`config.mk`:
```
export PLATFORM = sky130hd
export DESIGN_NAME = lab1_imul_dot_seq
export DESIGN_NICKNAME = d
export VERILOG_FILES = /design/src/rtl/lab1_imul_dot_seq.sv
export SDC_FILE = /design/constraint.sdc
export NUM_CORES = 1
export LEC_CHECK = 0
export BUFFER_PORTS_ARGS = -buffer_cell sky130_fd_sc_hd__buf_2
export CORE_UTILIZATION = 30
export DETAILED_ROUTE_END_ITERATION = 8
export PLACE_DENSITY = 0.58
export SLEW_MARGIN = 20
export SYNTH_ARGS = -nofsm -noshare
export SYNTH_HDL_FRONTEND = slang
export SYNTH_SLANG_ARGS = --single-unit
```
`constraint.sdc`:
```
create_clock -name clk -period 4.1 [get_ports clk]
set_clock_uncertainty 0.15 [all_clocks]
set_input_delay 0.41 -clock clk [delete_from_list [all_inputs] [get_ports clk]]
set_output_delay 0.41 -clock clk [all_outputs]
set_load 0.01 [all_outputs]
```
`src/rtl/lab1_imul_dot_seq.sv`:
```
// Dot-product sequencer: accepts operand pairs one at a time, sends each pair
// to an external multiplier, accumulates the returned products and presents
// the vector sum and element count once the final pair has been multiplied.
module lab1_imul_dot_seq #(
    parameter int p_nbits = 32,
    parameter int p_cbits = 8
) (
    input  logic                   clk,
    input  logic                   rst,

    input  logic                   in_val,
    output logic                   in_rdy,
    input  logic [p_nbits-1:0]     in_a,
    input  logic [p_nbits-1:0]     in_b,
    input  logic                   in_last,

    output logic                   mul_req_val,
    input  logic                   mul_req_rdy,
    output logic [2*p_nbits-1:0]   mul_req_msg,

    input  logic                   mul_resp_val,
    output logic                   mul_resp_rdy,
    input  logic [p_nbits-1:0]     mul_resp_msg,

    output logic                   out_val,
    input  logic                   out_rdy,
    output logic [p_nbits-1:0]     out_sum,
    output logic [p_cbits-1:0]     out_count
);

    localparam logic [1:0] ST_ACCEPT = 2'd0;
    localparam logic [1:0] ST_ISSUE  = 2'd1;
    localparam logic [1:0] ST_WAIT   = 2'd2;
    localparam logic [1:0] ST_DONE   = 2'd3;

    localparam logic [p_cbits-1:0] COUNT_ONE = {{(p_cbits-1){1'b0}}, 1'b1};

    logic [1:0]         state;
    logic [1:0]         state_next;
    logic [p_nbits-1:0] a_reg;
    logic [p_nbits-1:0] b_reg;
    logic               last_reg;
    logic [p_nbits-1:0] acc;
    logic [p_cbits-1:0] count;

    logic in_fire;
    logic req_fire;
    logic resp_fire;
    logic out_fire;

    // Element counter sticks at its maximum rather than rolling over.
    function automatic logic [p_cbits-1:0] sat_inc(input logic [p_cbits-1:0] c);
        return (&c) ? c : c + COUNT_ONE;
    endfunction

    // Handshake strobes are all qualified by Moore outputs, so a stray
    // response outside WAIT never fires.
    assign in_fire   = in_val       && in_rdy;
    assign req_fire  = mul_req_val  && mul_req_rdy;
    assign resp_fire = mul_resp_val && mul_resp_rdy;
    assign out_fire  = out_val      && out_rdy;

    // Next-state decode; one multiply in flight at a time.
    always_comb begin
        state_next = state;
        case (state)
            ST_ACCEPT: if (in_fire)   state_next = ST_ISSUE;
            ST_ISSUE:  if (req_fire)  state_next = ST_WAIT;
            ST_WAIT:   if (resp_fire) state_next = last_reg ? ST_DONE : ST_ACCEPT;
            ST_DONE:   if (out_fire)  state_next = ST_ACCEPT;
            default:                  state_next = ST_ACCEPT;
        endcase
    end

    // State register.
    always_ff @(posedge clk) begin
        if (rst) state <= ST_ACCEPT;
        else     state <= state_next;
    end

    // Operand capture; held while the request waits for the multiplier.
    always_ff @(posedge clk) begin
        if (rst) begin
            a_reg    <= '0;
            b_reg    <= '0;
            last_reg <= 1'b0;
        end else if (in_fire) begin
            a_reg    <= in_a;
            b_reg    <= in_b;
            last_reg <= in_last;
        end
    end

    // Accumulate each product (wrapping) and count elements; cleared once
    // the result has been consumed so the next vector starts from zero.
    always_ff @(posedge clk) begin
        if (rst) begin
            acc   <= '0;
            count <= '0;
        end else if (resp_fire) begin
            acc   <= acc + mul_resp_msg;
            count <= sat_inc(count);
        end else if (out_fire) begin
            acc   <= '0;
            count <= '0;
        end
    end

    assign in_rdy       = (state == ST_ACCEPT);
    assign mul_req_val  = (state == ST_ISSUE);
    assign mul_resp_rdy = (state == ST_WAIT);
    assign out_val      = (state == ST_DONE);

    assign mul_req_msg  = {a_reg, b_reg};
    assign out_sum      = out_val ? acc   : '0;
    assign out_count    = out_val ? count : '0;

endmodule

```
==> results of run 1 <==
power by group:
group,internal [mW],total (mW),switching (mW)
clock network,0.444,0.910,0.466
registers,1.10,1.14,0.0399
logic,0.175,0.444,0.270
total,1.72,2.49,0.776
cells in the mapped netlist (all sizes together), types with 5 or more instances:
cell type	count
a211oi	7
xor2	14
a21o	16
ha	32
nand2	153
nor2b	5
a21oi	102
nand4	6
nand3	11
dfxtp	107
nand2b	6
clkbuf	41
inv	10
nor2	42
o21ai	24
nor3	7
a22o	11
a22oi	15
and3	47
o21bai	5
buf	5
xnor2	17
metal layers:
layer	routed length, µm	vias to the layer above
met4	316	2
met5	13	-
met1	8310	2518
met3	844	20
met2	7220	149
li1	-	2891
cells by family after synthesis:
group,share of synthesized area (%)
multiplexers,0.198
AO/OA/AOI/OAI,23.5
XOR/XNOR,4.78
flip-flops,37.7
buffers and inverters,3.72
AND/OR/NAND/NOR,22.8
adder cells (fa/ha/maj),7.39
critical path: cells and delay by family, from the launching register on:
| kind | cells | cell delay [ps] |
|---|---|---|
| AOI/OAI and AO/OA | 7 | 1460 |
| and+or+nand+nor | 1 | 190 |
| DFF | 1 | 350 |
| buffers and inverters | 1 | 70 |
| xor gates and xnor gates | 1 | 130 |
| adders and majority gates | 2 | 600 |
cell type report:
type	count	area, µm²
clock inverter	7	88.8
clock buffer	9	225
timing repair buffer	217	1100
sequential	107	2140
multi-input combinational	558	3340
tap	229	287
inverter	10	37.5
fill	1939	11100
worst paths after layout:
| check | start | end | cells after the start |
|---|---|---|---|
| setup / recovery | acc[0] | acc[30] | 12 |
| hold / removal | in_b[15] | b_reg[15] | 3 |
| setup reg to reg | acc[0] | acc[30] | 12 |
| hold reg to reg | a_reg[15] | a_reg[15] | 2 |
==> results.md, run 1 <==
* Post-DR wirelength/cell at 14.7 µm
* Non-filler cells, final at 1137
* Tightest Pin Transition at between 1000 and 1500 ps
* Num ports at ~210
* Count of buffers from port buffering at 210
* ANT cells at 0
* Type of the tightest min-delay check: in2reg
* Drt pass-1 iters at 4
* CP max stage delay at 380 ps
* Met1 usage at a little under a quarter
* Global route hottest layer: met2
* Root Driver: clkbuf_16
* Postcts setup bufs at 0
* Syn_area_per_cell at 7.89 µm²
* Minimum clock period at 3030 ps
* Post-route DRC violation count at 0
* Max_slew headroom at about a third
* Arr. time, crit path at between 3000 and 4000 ps
* Grt ovf at 0
* Register clock-pin slew on the reported worst setup and hold paths at roughly 90 ps
* Clock latency on the worst-skew pair at 350 ps
* # setup viols final at 0
* Final Routed Wirelength at around 17000 µm
* Final Cell Area at 7220 µm²
* Achievable frequency at about 330 MHz
* FF-to-FF setup slack at 1070 ps
* Critical path class: reg2reg
* PwrDens at 345 nW/µm²
* Share of Yosys cell area claimed by the top area cell type at a little under two fifths
* Core Area at 18300 µm²
* Worst hold slack at 128 ps
* Drt initial violations at 306
* Yosys cell types at 52
* H-tree depth at 3
* Wire length of the first global-routing pass at 26100 µm
* Synthesized flop and latch total at approximately 110
* Max-cap violations at 0
* Die area at 19500 µm²
* Via density at 4.91
* Fin crit share at 73.9%
* Commonest non-fill, non-tap cell in the layout: buf_2
* Post-synth EDFFs at 0
* Synth area leaders: dfxtp_1, nand2_1, a21oi_1, ha_1, and3_1
* Status: finished clean
* Syn Nets at 857
* Placed Area at 6910 µm²
* Crit Path Max Fanout at 4
* Synth async-reset ratio at 0%
* Dpl hpwl at 12100 µm
* RD Place Congestion at 0.843
* Met3 usage at 3.44%
* Initial Utilization at 31.1%
* Final Hold Viols at 0
* DRT antenna net count at 0
* Worst path slowest cell: a21oi_1
* Total track usage at 16.7%
* Routed via count at around 5600
* Max VDD drop at 0.186 mV
* CP Capture Type: flop
* Ys Warns at 0
* Largest area contributor in the netlist: dfxtp_1
* Crit path top cell by count: a21oi_1
* Lkg Pwr at 3.57 nW
* Commonest cells after routing, fill and taps aside: buf_2, nand2_1, dfxtp_1, a21oi_1, and3_1
* Layout Utilization at 39.5%
* Number of CTS-inserted buffers at 9
* CTS Hold Buffers Added at 0
* Die Wd at 140 µm
* Sequential area share after synthesis at 37.7%
* Vias in the first global route at 4979
* Share of layout cells above drive strength 1 at 27.3%
* Mapped Cells at roughly 720
* Area of the mapped netlist at 5690 µm²
* RSZ-0062 raised after global routing: no
* Worst-case clock buffer depth at 2
* Area grow syn2layout at 27.0%
* Clk sinks at 107
* Final WS setup at 1070 ps
* Row cnt at 49
* Worst-path cell chain: ha_1, inv_1, fa_1, nand2b_1, a21oi_1, a2111oi_4, o21ai_2, a21oi_2, o221ai_1, a21oi_1, xnor2_1, a22o_1
* Initial antenna violation count at 2
* Layout net count at 1039
* Setup TNS Final at 0 ps
* GR Util met2 at between 20% and 30%
* Placed cells at 1121
* Pre-CTS WS at slightly above 900 ps
* Worst setup SP type: flop
* Max-slew violations at 0
* Post-cts resize count at 0
* Die height at ~140 µm
* Pin count of the biggest net entering global routing at slightly below 70
* Ys flop type: dfxtp_1
* Total Power at 2.49 mW
* Critical Path RT at 4210 ps
* CTS tree: yes
(Power assumes the default switching activity.)
==> run 2: changes to the inputs <==
clock period = 2.9 ns   (was 4.1 ns; I/O delays follow)
==> run 2 against run 1 <==
Compared with the run above:
- critical path depth unchanged
- die area unchanged
- utilization up 1.3 points
- worst hold slack worse by 120 ps
- global-route usage up 0.48 points
- non-clock buffer count up 22
- cell count up 2.0%
- critical endpoint is now acc[28]
==> results.md, run 2 (synthesis gave the netlist of run 1 again) <==
* Share of layout cells above drive strength 1 at 28.9% (+1.6 points)
* Lkg Pwr at 3.71 nW (+3.7%)
* Internal Pwr Total at 2.53 mW (+47%)
* Initial Utilization at 31.1% (unchanged)
* Tightest Pin Transition at 1030 ps (+5.99 ps)
* Final Cell Area at 7460 µm² (+3.3%)
* Via density at 4.89 (-0.30%)
* Count of buffers from port buffering at 210 (unchanged)
* H-tree depth at 3 (unchanged)
* Total track usage at 17.2% (+0.48 points)
* Area occupied by multi-input gates at 3360 µm² (+0.79%)
* Sw power at 1.09 mW (+40%)
* Dpl hpwl at 12200 µm (+0.32%)
* Register clock-pin slew on the reported worst setup and hold paths at 80 ps (about the same)
* Area grow syn2layout at 31.1%
* Vias in the first global route at 5345 (+7.4%)
* Placed Area at 7030 µm² (+1.8%)
* Row cnt at 49 (unchanged)
* Commonest non-fill, non-tap cell in the layout: buf_2
* Register area at 2140 µm² (about the same)
* Critical Path RT at 3010 ps (-1200 ps)
* Worst-path cell chain: ha_2, inv_1, fa_1, nand2b_4, a21oi_2, a2111oi_4, o21ai_2, a21o_1, a31oi_1, a21oi_1, xor2_1, a22o_1
* RD Place Congestion at 0.827 (-2.0%)
* Crit Path Max Fanout at 3 (-1)
* Critical path class: reg2reg
* WL met2 at 7630 µm (+5.6%)
* FILL cells at 1942 (+0.15%)
* Post-route DRC violation count at 0 (unchanged)
* Max-cap violations at 0 (unchanged)
* CP max stage delay at 400 ps (+20 ps)
* Final Routed Wirelength at 16900 µm (+1.1%)
* Wire length of the first global-routing pass at 27000 µm (+3.5%)
* Num ports at 211 (unchanged)
* Commonest cells after routing, fill and taps aside: buf_2, nand2_1, dfxtp_1, a21oi_1, and3_1
* Die Wd at 140 µm (unchanged)
* Sw frac at 30.1% (-1.0 points)
* Drt pass-1 iters at 4 (unchanged)
* Max VDD drop at 0.322 mV (+73%)
* PwrDens at 485 nW/µm² (+41%)
* Initial antenna violation count at 1 (-1)
* Layout net count at 1061 (+2.1%)
* Die height at 140 µm (unchanged)
* CTS tree: yes
* Met3 WL at 833 µm (-1.3%)
* Minimum clock period at 2730 ps (-302 ps)
* Number of CTS-inserted buffers at 9 (unchanged)
* Root Driver: clkbuf_16
* Worst-case clock buffer depth at 2 (unchanged)
* Die area at 19500 µm² (unchanged)
* Grt ovf at 0 (unchanged)
* Max-slew violations at 0 (unchanged)
* Achievable frequency at 366 MHz (+11%)
* CP Capture Type: flop
* DRT antenna net count at 0 (unchanged)
* Clk pwr share at 37.4% (+0.9 points)
* Fin crit share at 94.1% (+20 points)
* Worst path slowest cell: fa_1
* Max Used Layer: met5
* Sequential share of power at 44.1% (-1.5 points)
* Combinational share of power at 18.6% (+0.8 points)
* Max_slew headroom at 31.5% (-0.15 points)
* Clk sinks at 107 (unchanged)
* Core Area at 18300 µm² (unchanged)
* Postcts setup bufs at 0 (unchanged)
* # setup viols final at 0 (unchanged)
* Final Hold Viols at 0 (unchanged)
* WL met1 at 8110 µm (-2.4%)
* Post-DR wirelength/cell at 14.6 µm (-0.87%)
* Pin count of the biggest net entering global routing at 91 (+34%)
* Worst setup SP type: flop
* Arr. time, crit path at 2840 ps (-300 ps)
* Type of the tightest min-delay check: in2reg
* Clock latency on the worst-skew pair at 360 ps (about the same)
* Status: finished clean
* Total Power at 3.62 mW (+45%)
* Routed via count at 5676 (+1.7%)
* Drt initial violations at 305 (-0.33%)
[run 2: final timing paths]
path | slack, ps | startpoint | endpoint | cells after the start
setup / recovery | 170 | acc[0] | acc[28] | 12
hold / removal | 10 | in_b[25] | b_reg[25] | 3
setup reg to reg | 170 | acc[0] | acc[28] | 12
hold reg to reg | 300 | b_reg[2] | b_reg[2] | 2
[run 2: final cells by class]
class / instances / share of cell area (%)
sequential: 107 / 28.7
clock buffer: 9 / 3.02
multi-input combinational: 558 / 45.1
inverter: 10 / 0.503
antenna: 1 / 0.0336
tap: 229 / 3.84
clock inverter: 7 / 1.34
timing repair buffer: 239 / 17.4
[run 2: critical path, delay by kind of cell, from the launching register on]
family,cells,cell delay [ps]
AO/OA/AOI/OAI,7,1240
adder cells (fa/ha/maj),2,580
AND/OR/NAND/NOR,1,170
buffers and inverters,1,50
flip-flops,1,340
XOR/XNOR,1,90
[run 2: stage by stage]
stage | cells | worst slack (ps) | hold WS, ps | TNS (ps) | util (%)
3_5_place_dp | 1136 | 41.2 | 294 | 0 | 38.5
5_1_grt | 1159 | -9.57 | 1.34 | -9.57 | 40.8
2_1_floorplan | 721 | 206 | 276 | 0 | -
3_3_place_gp | 1136 | 11.5 | 289 | 0 | 38.5
4_1_cts | 1159 | 46.2 | 0.184 | 0 | 40.6
6_report | 1160 | 170 | 9.75 | 0 | 40.8
[run 2: timing repair]
item / 4_1_cts / 5_1_grt
setup endpoints to repair: 0 / 8
resized for setup: 0 / 7
endpoints found under the hold margin: 7 / 0
hold buffers: 7 / 0
[run 2: routing by layer]
metal / vias up / global-route usage (%)
met5: - / 0
met4: 2 / 6.19
met1: 2572 / 22.5
met3: 20 / 3.03
li1: 2931 / -
met2: 151 / 28.1
[run 2: power groups by stage]
stage / clock, mW / sequential (mW) / combinational (mW)
after CTS: 1.40 / 1.59 / 0.675
after floorplan: 0 / 1.66 / 0.371
after global routing: 1.46 / 1.60 / 0.752
final: 1.35 / 1.59 / 0.672
after global placement: 0 / 1.63 / 0.662
after detailed placement: 0 / 1.63 / 0.665
